===== src/rtl/conv3x3_window_feeder.sv =====
`default_nettype none
// ============================================================================
// Module      : conv3x3_window_feeder
// Description : Turns a raster-order pixel stream into a 3x3 sliding window.
//               Two line buffers hold the previous rows. The block also emits
//               stage enables for the downstream MAC/adder pipeline, a
//               result-valid flag and an end-of-frame pulse.
// Revision    : 1.0 - initial release
// ============================================================================
module conv3x3_window_feeder #(
  parameter int DATA_WIDTH = 32,
  parameter int IMG_WIDTH  = 8,
  parameter int IMG_HEIGHT = 8
) (
  input  logic                  clk,
  input  logic                  rst,
  input  logic [DATA_WIDTH-1:0] pix_in,
  input  logic                  pix_valid,
  output logic [DATA_WIDTH-1:0] w1,
  output logic [DATA_WIDTH-1:0] w2,
  output logic [DATA_WIDTH-1:0] w3,
  output logic [DATA_WIDTH-1:0] w4,
  output logic [DATA_WIDTH-1:0] w5,
  output logic [DATA_WIDTH-1:0] w6,
  output logic [DATA_WIDTH-1:0] w7,
  output logic [DATA_WIDTH-1:0] w8,
  output logic [DATA_WIDTH-1:0] w9,
  output logic                  win_valid,
  output logic [3:0]            valid_pipe,
  output logic                  result_valid,
  output logic                  frame_done
);

  localparam int CW = $clog2(IMG_WIDTH);
  localparam int RW = $clog2(IMG_HEIGHT);
  localparam logic [CW-1:0] c_COL_LAST = CW'(IMG_WIDTH - 1);
  localparam logic [RW-1:0] c_ROW_LAST = RW'(IMG_HEIGHT - 1);
  localparam logic [CW-1:0] c_COL_MIN  = CW'(2);
  localparam logic [RW-1:0] c_ROW_MIN  = RW'(2);

  logic [CW-1:0]         r_col;
  logic [RW-1:0]         r_row;
  logic [DATA_WIDTH-1:0] r_lb0 [IMG_WIDTH];  // row r-1
  logic [DATA_WIDTH-1:0] r_lb1 [IMG_WIDTH];  // row r-2
  logic [DATA_WIDTH-1:0] r_win [9];          // row-major, index 0 = top-left
  logic                  r_win_valid;
  logic [3:0]            r_valid_pipe;
  logic                  r_result_valid;
  logic                  r_frame_done;

  logic [DATA_WIDTH-1:0] w_lb0_rd;
  logic [DATA_WIDTH-1:0] w_lb1_rd;
  logic                  w_last_col;
  logic                  w_last_row;
  logic                  w_win_pos;

  assign w_lb0_rd   = r_lb0[r_col];
  assign w_lb1_rd   = r_lb1[r_col];
  assign w_last_col = (r_col == c_COL_LAST);
  assign w_last_row = (r_row == c_ROW_LAST);
  // A window is complete only once two full rows and two columns precede it
  // within the same row, so row-boundary and frame-start windows never flag.
  assign w_win_pos  = (r_row >= c_ROW_MIN) && (r_col >= c_COL_MIN);

  // Raster position of the next pixel to be accepted.
  always_ff @(posedge clk or posedge rst) begin
    if (rst) begin
      r_col <= '0;
      r_row <= '0;
    end else if (pix_valid) begin
      if (w_last_col) begin
        r_col <= '0;
        r_row <= w_last_row ? '0 : r_row + 1'b1;
      end else begin
        r_col <= r_col + 1'b1;
      end
    end
  end

  // Line buffers: not reset, rows 0-1 of every frame rewrite them first.
  always_ff @(posedge clk) begin
    if (pix_valid) begin
      r_lb1[r_col] <= w_lb0_rd;
      r_lb0[r_col] <= pix_in;
    end
  end

  // Window shifts left on accept; new right column comes from the buffers.
  always_ff @(posedge clk or posedge rst) begin
    if (rst) begin
      for (int i = 0; i < 9; i++) r_win[i] <= '0;
    end else if (pix_valid) begin
      r_win[0] <= r_win[1];
      r_win[1] <= r_win[2];
      r_win[2] <= w_lb1_rd;
      r_win[3] <= r_win[4];
      r_win[4] <= r_win[5];
      r_win[5] <= w_lb0_rd;
      r_win[6] <= r_win[7];
      r_win[7] <= r_win[8];
      r_win[8] <= pix_in;
    end
  end

  // Window-valid and end-of-frame strobes, one cycle per accepted pixel.
  always_ff @(posedge clk or posedge rst) begin
    if (rst) begin
      r_win_valid  <= 1'b0;
      r_frame_done <= 1'b0;
    end else begin
      r_win_valid  <= pix_valid && w_win_pos;
      r_frame_done <= pix_valid && w_last_col && w_last_row;
    end
  end

  // Free-running stage-enable shift register; bubbles pass straight through.
  always_ff @(posedge clk or posedge rst) begin
    if (rst) begin
      r_valid_pipe   <= 4'b0000;
      r_result_valid <= 1'b0;
    end else begin
      r_valid_pipe   <= {r_valid_pipe[2:0], r_win_valid};
      r_result_valid <= r_valid_pipe[3];
    end
  end

  assign w1           = r_win[0];
  assign w2           = r_win[1];
  assign w3           = r_win[2];
  assign w4           = r_win[3];
  assign w5           = r_win[4];
  assign w6           = r_win[5];
  assign w7           = r_win[6];
  assign w8           = r_win[7];
  assign w9           = r_win[8];
  assign win_valid    = r_win_valid;
  assign valid_pipe   = r_valid_pipe;
  assign result_valid = r_result_valid;
  assign frame_done   = r_frame_done;

endmodule
`default_nettype wire


===== config.mk =====
export PLATFORM = sky130hd
export DESIGN_NAME = conv3x3_window_feeder
export DESIGN_NICKNAME = d
export VERILOG_FILES = /design/src/rtl/conv3x3_window_feeder.sv
export SDC_FILE = /design/constraint.sdc
export NUM_CORES = 1
export LEC_CHECK = 0
export ABC_AREA = 1
export BUFFER_PORTS_ARGS = -buffer_cell sky130_fd_sc_hd__buf_2
export CORE_ASPECT_RATIO = 1.75
export CORE_MARGIN = 1
export CORE_UTILIZATION = 35
export DETAILED_ROUTE_END_ITERATION = 16
export SETUP_SLACK_MARGIN = 0.05
export SLEW_MARGIN = 20
export SYNTH_ARGS = -nofsm -noshare
export SYNTH_HDL_FRONTEND = slang
export SYNTH_SLANG_ARGS = --single-unit

===== constraint.sdc =====
create_clock -name clk -period 11.87 [get_ports clk]
set_input_delay 2.374 -clock clk [delete_from_list [all_inputs] [get_ports clk]]
set_output_delay 2.374 -clock clk [all_outputs]
set_load 0.02 [all_outputs]

* Yosys cells after proc, flatten, opt, wreduce, memory -nomap -nowiden
Memories as Yosys holds them, arrays and structs flattened. A register that Yosys moved wholly into a read port is not among the register bits.
Index checks and enable logic that the tools add are counted.
W data, S select, Z words.
** Storage, ports and cells
- Flip-flop bits (word level) :: 269
- Latch bits :: 0
- Bits in writable memories :: 512
- ROM bits :: 0
- Input port bits :: 35
- Output and inout port bits :: 295
- Word-level logic and storage cells :: 31
- Memories :: 2
** Cells by class
- Add/sub/neg operators :: 2
- $mul :: 0
- Divide/modulo/power cells :: 0
- Order comparisons :: 2
- Equality and inequality tests :: 2
- Shift operators :: 0
- Muxes and demuxes :: 4
- Bitwise operators :: 0
- Reductions and logical operators :: 5
** Memory list
- r_lb0 :: depth 8, width 32, read ports 1, clocked after Yosys merged registers in 0, wr ports 1, RTL line 43 : logic [DATA_WIDTH-1:0] r_lb0 [IMG_WIDTH];
- r_lb1 :: depth 8, width 32, read ports 1, clocked after Yosys merged registers in 1, wr ports 1, RTL line 44 : logic [DATA_WIDTH-1:0] r_lb1 [IMG_WIDTH];
** Operators by type and width (count)
- $add A3 B1 Y3 const B :: 2
- $eq A3 B3 Y1 const B :: 2
- $ge A3 B2 Y1 const B :: 2
- $mux W3 :: 2
- $logic_and A1 B1 Y1 :: 4
- $mux W1 :: 2
- $reduce_and A2 Y1 :: 1

* Depth between registers and ports, before layout
Gate-level depths: netlist of the first run.
- Depth after elaboration :: 3
- Depth in mapped cells :: 12
- Gate-level depth less buffers :: 9

* Worst setup path after synthesis of the first run
No wires, ideal clock.
- Path type :: input to register
- Start point :: input pix_valid
- End point :: memory r_lb0[4][0] (enable)
- Arrival time :: 5.664 ns
- Required time :: 11.383 ns
- Path slack :: 5.719 ns
- Stages :: 4
- Path buffers :: 2
- Path through :: buf_2 buf_1 nand2_1 nor2_1
** Between the ends
- Cells in the longest elaborated chain, start to end :: 2
** RTL lines
- start: declaration :: RTL line 18 : input logic pix_valid,
- $mux W1 :: RTL line 82 : if (pix_valid) begin
- $mux W1 (not written as such) :: RTL line 84 : r_lb0[r_col] <= pix_in;
- end: declaration :: RTL line 43
Every way passes these cells.

* Worst setup path in the final report of the first run
- Start point :: input pix_valid
- End point :: memory r_lb1[5][26] (enable)
** Between the ends
- Cells in the longest elaborated chain, start to end :: 2
** RTL lines
- $mux W1 :: RTL line 82
- $mux W1 (not written as such) :: RTL line 83 : r_lb1[r_col] <= w_lb0_rd;
- end: declaration :: RTL line 44
Every way passes these cells.

==> metrics, run 1 <==
Worst Path Arrival=4710 ps; die area=0.09387 mm²; Post-CTS Setup Repair Bufs=0; final setup vio count=0; H-tree depth=3; CTS buffer count=73; DRC=0; Syn Nets=between 3k and 4k; endpoints failing hold=0; IO Pins=330; via count=between 20k and 25k; FF+latch count, synth=813; Final Slew Violations=0; drt wl/cell=18.14 µm; HP Class=register to register; vias in the first global route=around 21k; top cell type's share of synthesized area=between 40% and 50%; Pleak=between 15 and 20 nW; Startpoint Class=input pin; Non-Filler Instances=approximately 4.7k; status=completed; Critical Path Slowest Stage Cell=nor2_4; insertion delay to the later sink of the worst-skew pair=~650 ps; Synth Instances=3192; final WL=85.72 mm; synth unique cells=20; Worst Tran Pin Value=approximately 1100 ps; initial antenna violation count=8; setup TNS=0 ps; Post-Syn Area=roughly 0.032 mm²; CTS clk-pin slew, worst paths=approximately 70 ps; largest net degree at the start of global routing=~190; CTS root buffer=clkbuf_16; FMAX=around 230 MHz; DP HPWL=54.96 mm; final core utilization=41.11%; Critical Path, Cell by Cell=buf_8 -> nand2_1 -> nor2_4 -> buf_4; RSZ-0062 raised after global routing=no; NumNets Final=3516; reported max-cap violation count=0; Final GP Congestion=0.8083; Rel. slew slack=25.99%; # clock sinks=813; CP Class=input pin to register; Pwr per Cell Area=~250 mW/mm²; CP max stage delay=820 ps; synth top area cells=edfxtp_1, dfrtp_1, nand2_1; crit share post-route=37.37%; Longest Clk Path Bufs=3; area grow syn2layout=16.41%; Max FO, Critical Path=82; fin crit period=4436 ps; register area share after synthesis=70.68%; Resized Gates After CTS=0; CTS hold repair buffers=0; maximum vdd drop=0.1263 mV; Global Route Usage Sum=18.27%; DRT antenna net count=0; layout cells sized above 1=approximately 14%; Row Count=147; ANT cells=0; CP Capture Type=register; commonest non-fill, non-tap cell in the layout=nand2_1; Initial Utilization=35.31%; worst hold slack=368.2 ps; 1st-iter DRT viols=1503; IO Port Bufs=~330; Placed Cells=4592; Mapped Avg Cell Area=about 10 µm²; Die Y-Extent=404.6 µm; Vias/cell=4.584; Yosys warning count=0; commonest cells after routing, fill and taps aside=nand2_1, edfxtp_1, inv_1; core box area=0.09178 mm²; clock skew=26.05 ps; global-route wire length before repair=128.8 mm; CTS tree=yes; required time of the critical path=12140 ps; width of the die=232.0 µm; cell taking the most area after synthesis=edfxtp_1; DR pass1 iterations=6; gr ovfl total=0
## critical path, delay by kind of cell
family	cells	cell delay [ps]
simple gates	2	1200
buf+inv	2	1020
## Yosys cell counts
| cell | instances |
|---|---|
| buf_1 | 9 |
| buf_4 | 6 |
| nor2_4 | 1 |
| nor2_1 | 90 |
| inv_2 | 3 |
| buf_2 | 63 |
| o211ai_1 | 14 |
| clkinv_1 | 2 |
| edfxtp_1 | 512 |
| nor3_1 | 1 |
| nand3_1 | 190 |
| nand2_2 | 1 |
| a21oi_1 | 19 |
| nand2_1 | 1448 |
| inv_1 | 386 |
| nor2_2 | 4 |
| ha_1 | 6 |
| dfrtp_1 | 301 |
| clkbuf_1 | 68 |
| o21ai_0 | 68 |
## stage by stage
stage                     setup WS [ps]  area (µm²)  total power, mW
after detailed placement           6772       35190            7.033
after CTS                          7472       37730            9.542
after global placement             6800       35190            6.997
after global routing               7332       37730            9.922
after floorplan                    1178       32410            5.831
final                              7434       37730            9.418
## cell families after synthesis
group / after synthesis / synth area share, %
simple gates: 1735 / 20.89
flops: 813 / 70.68
buf+inv: 537 / 6.532
compound gates: 101 / 1.668
fa+ha+maj: 6 / 0.2316
## final cells by class
type / count / area, µm²
Multi-Input combinational cell: 1842 / 7447
Sequential cell: 813 / 22910
Timing Repair Buffer: 354 / 1857
Fill cell: 8781 / 54050
Clock inverter: 38 / 464.2
Inverter: 391 / 1488
Tap cell: 1192 / 1491
Clock buffer: 96 / 2072
## state kept, by name, indices dropped and copies added, names as in the netlist, 3 cells and up
signal	cells
w3	32
w8	32
w6	32
w2	32
w9	32
valid_pipe	4
w5	32
r_lb1	256
w1	32
r_col	3
r_row	3
r_lb0	256
w4	32
w7	32
## layer usage
| layer | up-vias | wire length [µm] | global-route usage, % |
|---|---|---|---|
| met5 | - | 72 | 0 |
| met4 | 12 | 2513 | 6.729 |
| met3 | 128 | 4025 | 3.104 |
| met2 | 537 | 46130 | 33.87 |
| met1 | 10420 | 32980 | 20.69 |
| li1 | 10570 | - | - |
## worst paths after layout
check	from	to	slack [ps]	cells past startpoint
max in group asynchronous	rst	w9[17]	7880	4
max	pix_valid	r_lb1[5][26]	7430	4
min reg2reg	valid_pipe[0]	valid_pipe[1]	370	0
min	valid_pipe[0]	valid_pipe[1]	370	0
max reg2reg	r_col[0]	r_lb1[5][26]	8280	4
min in group asynchronous	rst	w4[12]	1820	2
## power breakdown
group | total, mW | internal, mW | leakage [nW] | switching, mW
clock | 2.50 | 1.44 | 1.25 | 1.06
combinational | 2.75 | 0.655 | 8.20 | 2.10
sequential | 4.17 | 3.84 | 8.40 | 0.328
total | 9.42 | 5.93 | 17.8 | 3.49
Power figures use the tool's default switching activity.
==> inputs of run 2 (changes only) <==
clock period = 3.65 ns   (was 11.87 ns; I/O delays follow)
==> run 2 against run 1 <==
Total power rose to 3.2 times the previous value; combinational power rose to 3.2 times the previous value; clock skew fell by 3.4 ps; final cell count rose by 0.61%; largest power group unchanged; highest routed layer unchanged.
==> metrics, run 2 (synthesized netlist as in run 1, its figures left out) <==
status=completed; IO Pins=330 (unchanged); Place WS=936.3 ps (-5836 ps); Pwr per Cell Area=793.8 mW/mm² (+220%); placed instance area=0.03566 mm² (+1.3%); CTS root buffer=clkbuf_16; CTS clk-pin slew, worst paths=70 ps (about the same); insertion delay to the later sink of the worst-skew pair=660 ps (about the same); final setup vio count=0 (unchanged); largest registers=r_lb0: 256 flops, r_lb1: 256 flops; Vias/cell=4.570 (-0.31%); endpoints failing hold=0 (unchanged); Initial Utilization=35.31% (unchanged); Max FO, Critical Path=47 (-43%); Resized Gates After CTS=0 (unchanged); 1st-iter DRT viols=1474 (-1.9%); global-route wire length before repair=131.1 mm (+1.7%); Met3 Wirelength=4.009 mm (-0.40%); CTS tree=yes; CTS buffer count=72 (-1.4%); Final GP Congestion=0.8222 (+1.7%); final WL=86.84 mm (+1.3%); vias in the first global route=21.09k (+1.2%); core box area=0.09178 mm² (unchanged); FMAX=371.3 MHz; area grow syn2layout=17.27%; H-tree depth=3 (unchanged); Worst Tran Pin Value=953.8 ps (-156.3 ps); footprint of the multi-input gates=0.007452 mm² (about the same); required time of the critical path=3920 ps (-8220 ps); highest metal used=met5; DR pass1 iterations=5 (-1); # clock sinks=813 (unchanged); commonest cells after routing, fill and taps aside=nand2_1, edfxtp_1, inv_1; via count=21.73k (+0.30%); IO Port Bufs=329 (unchanged); Final Slew Violations=0 (unchanged); gr ovfl total=0 (unchanged); commonest non-fill, non-tap cell in the layout=nand2_1; Rel. slew slack=36.42% (+10 points); fin crit period=2693 ps; DRT antenna net count=0 (unchanged); Reg2Reg Setup Slack=960 ps (-7320 ps); clock skew=22.66 ps (-3.384 ps); largest net degree at the start of global routing=124 (-36%); Critical Path, Cell by Cell=buf_4 -> nand2_1 -> nor2_4 -> buf_4; Buffers & Inverters on Critical Path=2 (unchanged); Global Route Usage Sum=18.67% (+0.40 points); cells on worst reg2reg path=4 (unchanged); Worst Path Arrival=2970 ps (-1740 ps); CP Class=register to register; reported max-cap violation count=0 (unchanged); crit share post-route=between 70% and 80%; Post-CTS Setup Repair Bufs=0 (unchanged); M1 wire length=33.01 mm (about the same); Die Y-Extent=404.6 µm (unchanged); sequential cell area=0.02291 mm² (unchanged); HP Class=input pin to asynchronous set/reset pin; die area=0.09387 mm² (unchanged); Startpoint Class=register; DP HPWL=57.29 mm (+4.2%); fin area=0.03801 mm² (+0.74%); initial antenna violation count=9 (+1); ANT cells=0 (unchanged); most numerous cell on the critical path=buf_4; # fillers=8770 (-0.13%); capture point of the worst reg-to-reg path=r_lb1[7][26]; NumNets Final=3547 (+0.88%); slack of the critical path=956.8 ps (-6478 ps); delay-heaviest family, CP=buffers and inverters; Row Count=147 (unchanged); maximum vdd drop=0.3940 mV (+210%); layout cells sized above 1=14.40% (+0.53 points); routed wl met2=47.09 mm (+2.1%); DRC=0 (unchanged); Longest Clk Path Bufs=3 (unchanged); Pleak=17.95 nW (+0.63%); Critical Path Slowest Stage Cell=dfrtp_4; CP max stage delay=580 ps (-240 ps); Worst R2R Start=r_col[0]; RSZ-0062 raised after global routing=no; CTS hold repair buffers=0 (unchanged); CP Capture Type=register; width of the die=232.0 µm (unchanged); drt wl/cell=18.26 µm (+0.69%)
## run 2: cell types whose count changed in the layout (fill, tap and decap cells not counted), sizes merged
cell	delta
buf	+32
bufinv	-6
clkbuf	-4
clkinv	+2
clkinvlp	+4
inv	+1
## run 2: through the flow
stage / TNS [ps] / instances / power [mW] / hold slack (ps) / util (%)
2_1_floorplan: -325390 / 3192 / 18.94 / 478.1 / -
3_3_place_gp: 0 / 4624 / 22.75 / 354.0 / 38.85
3_5_place_dp: 0 / 4624 / 22.91 / 358.3 / 38.85
4_1_cts: 0 / 4755 / 30.55 / 130.1 / 41.41
5_1_grt: 0 / 4755 / 31.81 / 173.3 / 41.41
6_report: 0 / 4755 / 30.17 / 164.6 / 41.41
## run 2: power breakdown
part | leakage, nW | internal [mW] | switching, mW
clock | 1.14 | 4.11 | 3.49
sequential | 8.40 | 12.5 | 1.20
combinational | 8.42 | 2.28 | 6.62
total | 18.0 | 18.9 | 11.3
## run 2: cell type report
type | count | share of cell area (%)
inverter | 391 | 3.904
multi-input combinational | 1842 | 19.61
tap | 1192 | 3.924
timing repair buffer | 386 | 6.110
clock buffer | 92 | 5.195
sequential | 813 | 60.28
clock inverter | 39 | 0.9810
## run 2: per-layer routing
metal | GRT usage [%] | vias to the layer above
met4 | 6.960 | 16
met1 | 20.78 | 10430
met3 | 2.984 | 132
met5 | 0 | -
met2 | 35.11 | 536
li1 | - | 10610
## run 2: worst register-to-register path, delay by kind of cell, from the launching register on
family	cells	cell delay, ps
and+or+nand+nor	2	590
DFF	1	580
buffers and inverters	2	1090
## run 2: worst max-delay path by stage
| stage | slack, ps | endpoint | depth (start not counted) | startpoint |
|---|---|---|---|---|
| final | 960 | r_lb1[7][26] | 4 | r_col[0] |
| after floorplan | -1080 | frame_done | 1 | rst |
| after global placement | 960 | r_lb0[2][16] | 4 | pix_valid |
| after global routing | 860 | r_lb1[7][26] | 4 | r_col[0] |
| after CTS | 950 | r_lb1[7][26] | 4 | r_col[0] |
| after detailed placement | 940 | r_lb0[2][8] | 4 | pix_valid |
==> inputs of run 3 (changes only) <==
ABC_AREA = 0   (was 1)
clock period = 2.8 ns   (was 3.65 ns; I/O delays follow)
==> run 3 against run 2 <==
Global-route usage down 1.0 points; routed wire length down 9.6%; die area down 4.5%; register-to-register slack worse by 650 ps; first-iteration DRC count down 23%; area after synthesis down 4.5%; hold slack better by 48 ps; via count down 19%; maximum frequency up 7.8%; clock skew up 2.4 ps; critical path type unchanged; largest cell class unchanged; largest power group unchanged; highest routed layer unchanged.
==> metrics, run 3 <==
hold endpoint=r_lb0[3][30]; hold path start=pix_in[30]; ANT cells=0 (unchanged); fin crit period=2498 ps (-195.4 ps); post-synthesis compound-gate area fraction=7.340% (+5.7 points); status=completed; drt wl/cell=22.96 µm (+26%); CP Depth=5 (+1); synth unique cells=46 (+130%); capture point of the worst reg-to-reg path=w3[25]; Post-CTS Setup Repair Bufs=0 (unchanged); clock skew=25.03 ps (+2.365 ps); DP HPWL=49.83 mm (-13%); Post-Synth Adder-Cell Area=0.2426% (+0.011 points); DR pass1 iterations=5 (unchanged); # fillers=7779 (-11%); Reg2Reg Setup Slack=300 ps (-650 ps); insertion delay to the later sink of the worst-skew pair=660 ps (about the same); Pleak=14.03 nW (-22%); largest family of logic cells by synthesized area=multiplexers; FMAX=400.3 MHz (+7.8%); Synth Instances=1811 (-43%); H-tree depth=3 (unchanged); gr ovfl total=0 (unchanged); Placed Cells=3272 (-29%); Startpoint Class=register; IO Pins=330 (unchanged); endpoints failing hold=0 (unchanged); delay-heaviest family, CP=compound AO/OA/AOI/OAI gates; Yosys warning count=0 (unchanged); core box area=0.08713 mm² (-5.1%); area grow syn2layout=20.05%; HP Class=input pin to register; Final Slew Violations=0 (unchanged); post-synthesis async set-or-reset flop share=37.02% (unchanged); worst hold slack=212.8 ps (+48.17 ps); Main synth FF type=edfxtp_1; 1st-iter DRT viols=1130 (-23%); top-count cell post-synth=edfxtp_1; width of the die=226.8 µm (-2.3%); required time of the critical path=3270 ps (-650 ps); Longest Clk Path Bufs=3 (unchanged); Global Route Usage Sum=17.64% (-1.0 points); final setup vio count=0 (unchanged); FF+latch count, synth=813 (unchanged); proportion of synthesized area in mux cells=13.30% (+13 points); vias in the first global route=18.17k (-14%); reported max-cap violation count=0 (unchanged); Worst Tran Pin Value=804.3 ps (-149.5 ps); final core utilization=42.63% (+1.2 points); synth top area cells=edfxtp_1, dfrtp_1, mux2_2; commonest cells after routing, fill and taps aside=edfxtp_1, buf_2, dfrtp_1; cell taking the most area after synthesis=edfxtp_1; NumNets Final=2234 (-37%); initial antenna violation count=1 (-8); most instantiated cells after synthesis=edfxtp_1, dfrtp_1, mux2_2; Die Y-Extent=395.3 µm (-2.3%); Syn Nets=1852 (-43%); commonest non-fill, non-tap cell in the layout=edfxtp_1; placed instance area=0.03447 mm² (-3.3%); top cell type's share of synthesized area=49.69% (+2.3 points); Post-Syn Area=0.03094 mm² (-4.5%); Critical Path, Cell by Cell=and2_2 -> buf_12 -> a22o_1 -> a221oi_1 -> a31oi_1; cells on worst reg2reg path=5 (+1); Critical Path Slowest Stage Cell=a221oi_1; CTS tree=yes; largest net degree at the start of global routing=104 (-16%); DRC=0 (unchanged); CTS buffer count=78 (+8.3%); maximum vdd drop=0.7082 mV (+80%); post-synthesis simple-gate area fraction=2.681% (-18 points); layout cells sized above 1=36.80% (+22 points); register area share after synthesis=74.03% (+3.4 points); Initial Utilization=35.51% (+0.20 points); CP max stage delay=550 ps (-30 ps); via count=17.55k (-19%); Post-synth EDFFs=512 (unchanged); CTS clk-pin slew, worst paths=70 ps (about the same); Worst Hold Path Cells=1; CP Class=register to register; Mapped Avg Cell Area=17.08 µm² (+68%); Non-Filler Instances=3418 (-28%); Max FO, Critical Path=30 (-36%); Row Count=143 (-2.7%); Worst Path Arrival=2970 ps (about the same); global-route wire length before repair=116.5 mm (-11%); setup TNS=0 ps (unchanged); fin area=0.03715 mm² (-2.3%); DRT antenna net count=0 (unchanged); Buffers & Inverters on Critical Path=1 (-1); Final GP Congestion=0.7727 (-6.0%); Worst R2R Start=r_col[2]; CTS root buffer=clkbuf_16; RSZ-0062 raised after global routing=no; Rel. slew slack=46.32% (+9.9 points); IO Port Bufs=329 (unchanged); CP Capture Type=register; die area=0.08964 mm² (-4.5%); final WL=78.49 mm (-9.6%); largest registers=r_lb0: 256 flops, r_lb1: 256 flops; Post-Synth XOR/XNOR Area=0% (unchanged); Pwr per Cell Area=1169 mW/mm² (+47%); # clock sinks=813 (unchanged); Vias/cell=5.135 (+12%); crit share post-route=89.21% (+15 points)
[run 3: cell families after synthesis]
kind of cell             after synthesis
AO/OA/AOI/OAI                        297
flip-flops                           813
AND/OR/NAND/NOR                      178
buffers and inverters                142
multiplexers                         375
adder cells (fa/ha/maj)                6
[run 3: worst max path at each step]
| stage | startpoint | to | slack (ps) |
|---|---|---|---|
| final | r_col[2] | w3[25] | 300 |
| after floorplan | rst | frame_done | -1760 |
| after CTS | r_col[2] | w3[25] | 250 |
| after global routing | r_col[2] | w3[25] | 230 |
| after global placement | r_col[2] | w3[25] | 320 |
| after detailed placement | r_col[2] | w3[25] | 290 |
[run 3: repair_timing]
action / 4_1_cts / 5_1_grt
endpoints found under the hold margin: 6 / 0
resized for setup: 0 / 0
hold buffers: 1 / 0
[run 3: metrics by stage]
step	setup WS, ps	power (mW)
finish	302.2	43.44
global route	227.3	45.45
CTS	251.1	44.02
detailed placement	289.5	32.98
global placement	317.5	32.59
floorplan	-1761	26.85
[run 3: final cells by class]
type / instances / area [µm²] / area share [%]
Clock buffer: 102 / 2187 / 5.888
Clock inverter: 43 / 471.7 / 1.270
Inverter: 28 / 108.9 / 0.2930
Multi-Input combinational cell: 856 / 7358 / 19.81
Sequential cell: 813 / 22920 / 61.70
Tap cell: 1160 / 1451 / 3.907
Timing Repair Buffer: 416 / 2650 / 7.134
[run 3: worst register-to-register path, cell delays in order (launching register included)]
cell,delay (ps)
dfrtp_4,530
and2_2,450
buf_12,300
a22o_1,260
a221oi_1,550
a31oi_1,220
[run 3: power breakdown]
| part | total (mW) | switching [mW] | internal, mW |
|---|---|---|---|
| sequential | 18.5 | 1.81 | 16.7 |
| clock | 10.9 | 4.60 | 6.30 |
| combinational | 14.0 | 8.99 | 5.03 |
| total | 43.4 | 15.4 | 28.0 |
[run 3: metal layers]
| metal | wire, µm | track usage [%] | vias up |
|---|---|---|---|
| li1 | - | - | 7771 |
| met3 | 4171 | 2.971 | 118 |
| met2 | 40110 | 30.57 | 584 |
| met5 | 13 | 0 | - |
| met1 | 31110 | 21.05 | 9075 |
| met4 | 3073 | 8.349 | 2 |
